### src/rtl/ready_pack.sv
// rtl/ready_pack.sv - packs RATIO source words into one wide word with a registered ready/valid handshake.
// Optional partial-group flush is built when READY_PACK_FLUSH_EN is defined.
module ready_pack #(
    parameter int WIDTH = 16,
    parameter int RATIO = 4
) (
    input  logic                          clk,
    input  logic                          rst_n,
    input  logic                          valid_i,
    input  logic [WIDTH-1:0]              dat_i,
    output logic                          ready_i,
    output logic                          valid_o,
    output logic [WIDTH*RATIO-1:0]        dat_o,
    output logic [$clog2(RATIO+1)-1:0]    lanes_o,
`ifdef READY_PACK_FLUSH_EN
    input  logic                          flush_i,
`endif
    input  logic                          ready_o
);

    localparam int LW = $clog2(RATIO + 1);
    localparam int AW = WIDTH * RATIO;
    localparam logic [LW-1:0] FULL = LW'(RATIO);

    logic [LW-1:0] cnt_q, cnt_d, cnt_acc;
    logic [AW-1:0] acc_q, acc_d, acc_new;
    logic [AW-1:0] dat_q, dat_d;
    logic [LW-1:0] lanes_q, lanes_d;
    logic          valid_q, valid_d;
    logic          ready_q, ready_d;
    logic          in_xfer, out_xfer, slot_free;
    logic          pend, pend_d, emit;

`ifdef READY_PACK_FLUSH_EN
    logic          flush_pend_q;

    always_ff @(posedge clk) begin
        if (!rst_n) begin
            flush_pend_q <= 1'b0;
        end else begin
            flush_pend_q <= pend_d;
        end
    end
`endif

    always_comb begin
        in_xfer   = valid_i & ready_q;
        out_xfer  = valid_q & ready_o;
        slot_free = !valid_q | ready_o;
        cnt_acc   = cnt_q + {{(LW-1){1'b0}}, in_xfer};

        // ready_q is only high while cnt_q < RATIO, so at most one lane matches
        acc_new = acc_q;
        for (int k = 0; k < RATIO; k++) begin
            if (in_xfer && (cnt_q == LW'(k))) begin
                acc_new[k*WIDTH +: WIDTH] = dat_i;
            end
        end

`ifdef READY_PACK_FLUSH_EN
        pend = flush_pend_q | (flush_i & (cnt_acc != '0));
`else
        pend = 1'b0;
`endif

        emit = slot_free & (cnt_acc != '0) & ((cnt_acc == FULL) | pend);

        cnt_d   = cnt_acc;
        acc_d   = acc_new;
        valid_d = valid_q & !out_xfer;
        dat_d   = dat_q;
        lanes_d = lanes_q;
        pend_d  = pend;

        if (emit) begin
            // accumulator is zeroed after every emit, so unused lanes of a partial group are zero
            dat_d   = acc_new;
            lanes_d = cnt_acc;
            valid_d = 1'b1;
            cnt_d   = '0;
            acc_d   = '0;
            pend_d  = 1'b0;
        end

        ready_d = (cnt_d != FULL) & !pend_d;
    end

    always_ff @(posedge clk) begin
        if (!rst_n) begin
            cnt_q   <= '0;
            acc_q   <= '0;
            dat_q   <= '0;
            lanes_q <= '0;
            valid_q <= 1'b0;
            ready_q <= 1'b0;
        end else begin
            cnt_q   <= cnt_d;
            acc_q   <= acc_d;
            dat_q   <= dat_d;
            lanes_q <= lanes_d;
            valid_q <= valid_d;
            ready_q <= ready_d;
        end
    end

    assign ready_i = ready_q;
    assign valid_o = valid_q;
    assign dat_o   = dat_q;
    assign lanes_o = lanes_q;

endmodule

### config.mk
export PLATFORM = sky130hd
export DESIGN_NAME = ready_pack
export DESIGN_NICKNAME = d
export VERILOG_FILES = /design/src/rtl/ready_pack.sv
export SDC_FILE = /design/constraint.sdc
export NUM_CORES = 1
export LEC_CHECK = 0
export CORE_UTILIZATION = 40
export CTS_CLUSTER_DIAMETER = 200
export CTS_CLUSTER_SIZE = 10
export DETAILED_ROUTE_END_ITERATION = 12
export GPL_ROUTABILITY_DRIVEN = 0
export PLACE_DENSITY = 0.69
export SLEW_MARGIN = 10
export SYNTH_ARGS = -nofsm -noshare
export SYNTH_HDL_FRONTEND = slang
export SYNTH_SLANG_ARGS = --single-unit
### constraint.sdc
create_clock -name clk -period 3.4 [get_ports clk]
set_input_delay 0.34 -clock clk [delete_from_list [all_inputs] [get_ports clk]]
set_output_delay 0.34 -clock clk [all_outputs]
set_load 0.02 [all_outputs]
==> metrics.txt <==
starting DRC count in detailed routing 444; Die Y 117 um; outcome finished clean; pin count of the biggest net entering global routing 82; Synth cell types 28; Synth area leaders dfxtp_1, a311oi_1, a31oi_1; Synth top area share 0.519; clock root cell clkbuf_16; Final Skew 0.00765 ns; latest clock arrival within the worst-skew pair between 0.4 and 0.5 ns; Final Cell Area 6840 sq um; DP HPWL 9770 um; worst setup path startpoint cnt_q[0]; first-pass GRT wire length ~25,000 um; Max clock buf depth 2; fillers 1,171; vias in the first global route 4,852; DIE WIDTH 117 um; Final nets ~640; DR WL/cell 19.5 um; Synth-to-Final Area Change 30.2%; Final WS setup roughly 0.98 ns; VDD IR max 0.000316 V; RR Endpoint dat_o[62]; DP Area 6180 sq um; GR Util All Layers 0.240; period utilisation layout 0.712; critical path type flip-flop to flip-flop; reg2reg setup slack 0.98 ns; number of setup buffers added after CTS 0; Pre-antenna DRT Iters 8; Worst slew margin 0.358; H-Tree Depth 4; Place WS 0.610 ns; DR DRC count 0; Post-synth EDFFs 0; commonest cells in the synthesized netlist dfxtp_1, a21oi_1, a311oi_1, a31oi_1, o21ai_0; max-cap violations 0; Critical Path AT ~2.7 ns; number of buffers created by CTS 17; drt via density 6.23; slew at the pin closest to its max-slew limit approximately 0.96 ns; crit path time final 2.42 ns; Leakage 0.00214 uW; Cell Count Post-Placement 772; metal1 wirelength approximately 6600 um; I/O pin count 89; post-CTS sizing 0; CTS tree done; final wirelength 15,700 um; Mapped Cells about 570; Layout Cells excl Fill slightly above 800; Worst EP required 3.67 ns; initial core utilization 0.413; # port buffers 88; core area 12,700 sq um; antenna-violating nets left 0; RR Startpoint cnt_q[0]; layout cells sized above 1 0.0854; Yosys top cell by area dfxtp_1; average size of a mapped cell between 9 and 10 sq um; FMAX ~410 MHz; setup violators final 0; Final Max Tran Viols 0; num rows 41; PwrDens 568 nW/um^2; Post-synth ARST share 0; Seq/Total Area, Yosys 0.519; FF-to-FF path depth 4; ys flop type dfxtp_1; clk slew on worst S/H paths approximately 0.060 ns; RSZ-0062 raised after global routing no; total negative setup slack 0 ns; Max FO, Critical Path 81; Synthesized Nets around 590; most common cell in the netlist dfxtp_1; YS warnings 0; end of the critical path dat_o[62]; final total power 3880 uW; Final Hold Fails 0; Highest Signal Layer met4; initial antenna violation count 0; worst hold path class flip-flop to flip-flop; Post-Syn Area 5250 sq um; Critical Path Sink Type flip-flop; die footprint 13,600 sq um; met3 WL 1250 um; clk sinks 136; type of origin of the critical path flip-flop; Seq cells post-synth 136; Remaining Overflow, GRT 0; via count approximately 5.0k; hold buffer count at cts 0; metal2 WL 7460 um
[stage by stage]
stage          utilization  hold slack, ns
2_1_floorplan            -           0.458
3_3_place_gp         0.486           0.460
3_5_place_dp         0.486           0.469
4_1_cts              0.537           0.486
5_1_grt              0.537           0.496
6_report             0.537           0.482
[worst min path at each step]
stage	from	to	slack, ns	cells after the start
6_report	lanes_o[2]	lanes_o[2]	0.48	1
5_1_grt	lanes_o[1]	lanes_o[1]	0.50	1
4_1_cts	lanes_o[1]	lanes_o[1]	0.49	1
3_5_place_dp	lanes_o[2]	lanes_o[2]	0.47	1
3_3_place_gp	lanes_o[2]	lanes_o[2]	0.46	1
2_1_floorplan	rst_n	lanes_o[2]	0.46	1
[layout by cell type (no fill, tap or decap), types with 16 or more instances in the layout]
master             n
a21oi_1           65
a311oi_1          64
a31oi_1           64
clkbuf_16         17
clkdlybuf4s50_1   88
dfxtp_1          135
nand2_1           32
nand3_1           33
nor2b_1           16
o21ai_0           59
[power by group]
| group | switching, uW | internal (uW) |
|---|---|---|
| registers | 7.85 | 1610 |
| logic | 183 | 73.5 |
| clock network | 696 | 1310 |
[logic make-up after synthesis]
| group | count (synthesis) | share of synthesized area |
|---|---|---|
| XOR/XNOR | 2 | 0.00477 |
| flip-flops | 136 | 0.519 |
| adder cells (fa/ha/maj) | 2 | 0.00477 |
| AND/OR/NAND/NOR | 94 | 0.0908 |
| buffers and inverters | 71 | 0.0696 |
| AO/OA/AOI/OAI | 260 | 0.311 |
[per-layer routing]
metal | up-vias | GRT usage
li1 | 2284 | -
met1 | 2430 | 0.302
met2 | 260 | 0.387
met3 | 44 | 0.0623
met4 | 0 | 0.110
met5 | - | 0
[critical path: stages, from the launching register on]
cell and delay [ns]:
dfxtp_2 0.33, buf_4 0.59, inv_1 0.67, o21ai_0 0.46, a311oi_1 0.15
[state kept, by name (all words and copies together) (netlist names)]
name / flops
acc_q: 64
dat_o: 64
cnt_q: 3
lanes_o: 3
ready_i: 1
valid_o: 1
[final cells by class]
type	instances	area, sq um	share of cell area
tap	172	215	0.0315
clock inverter	10	165	0.0242
timing repair buffer	104	1040	0.152
multi-input combinational	358	2200	0.322
sequential	136	2720	0.398
inverter	2	7.51	0.00110
clock buffer	22	484	0.0708
antenna	1	2.50	0.000366
(Power assumes the default switching activity.)
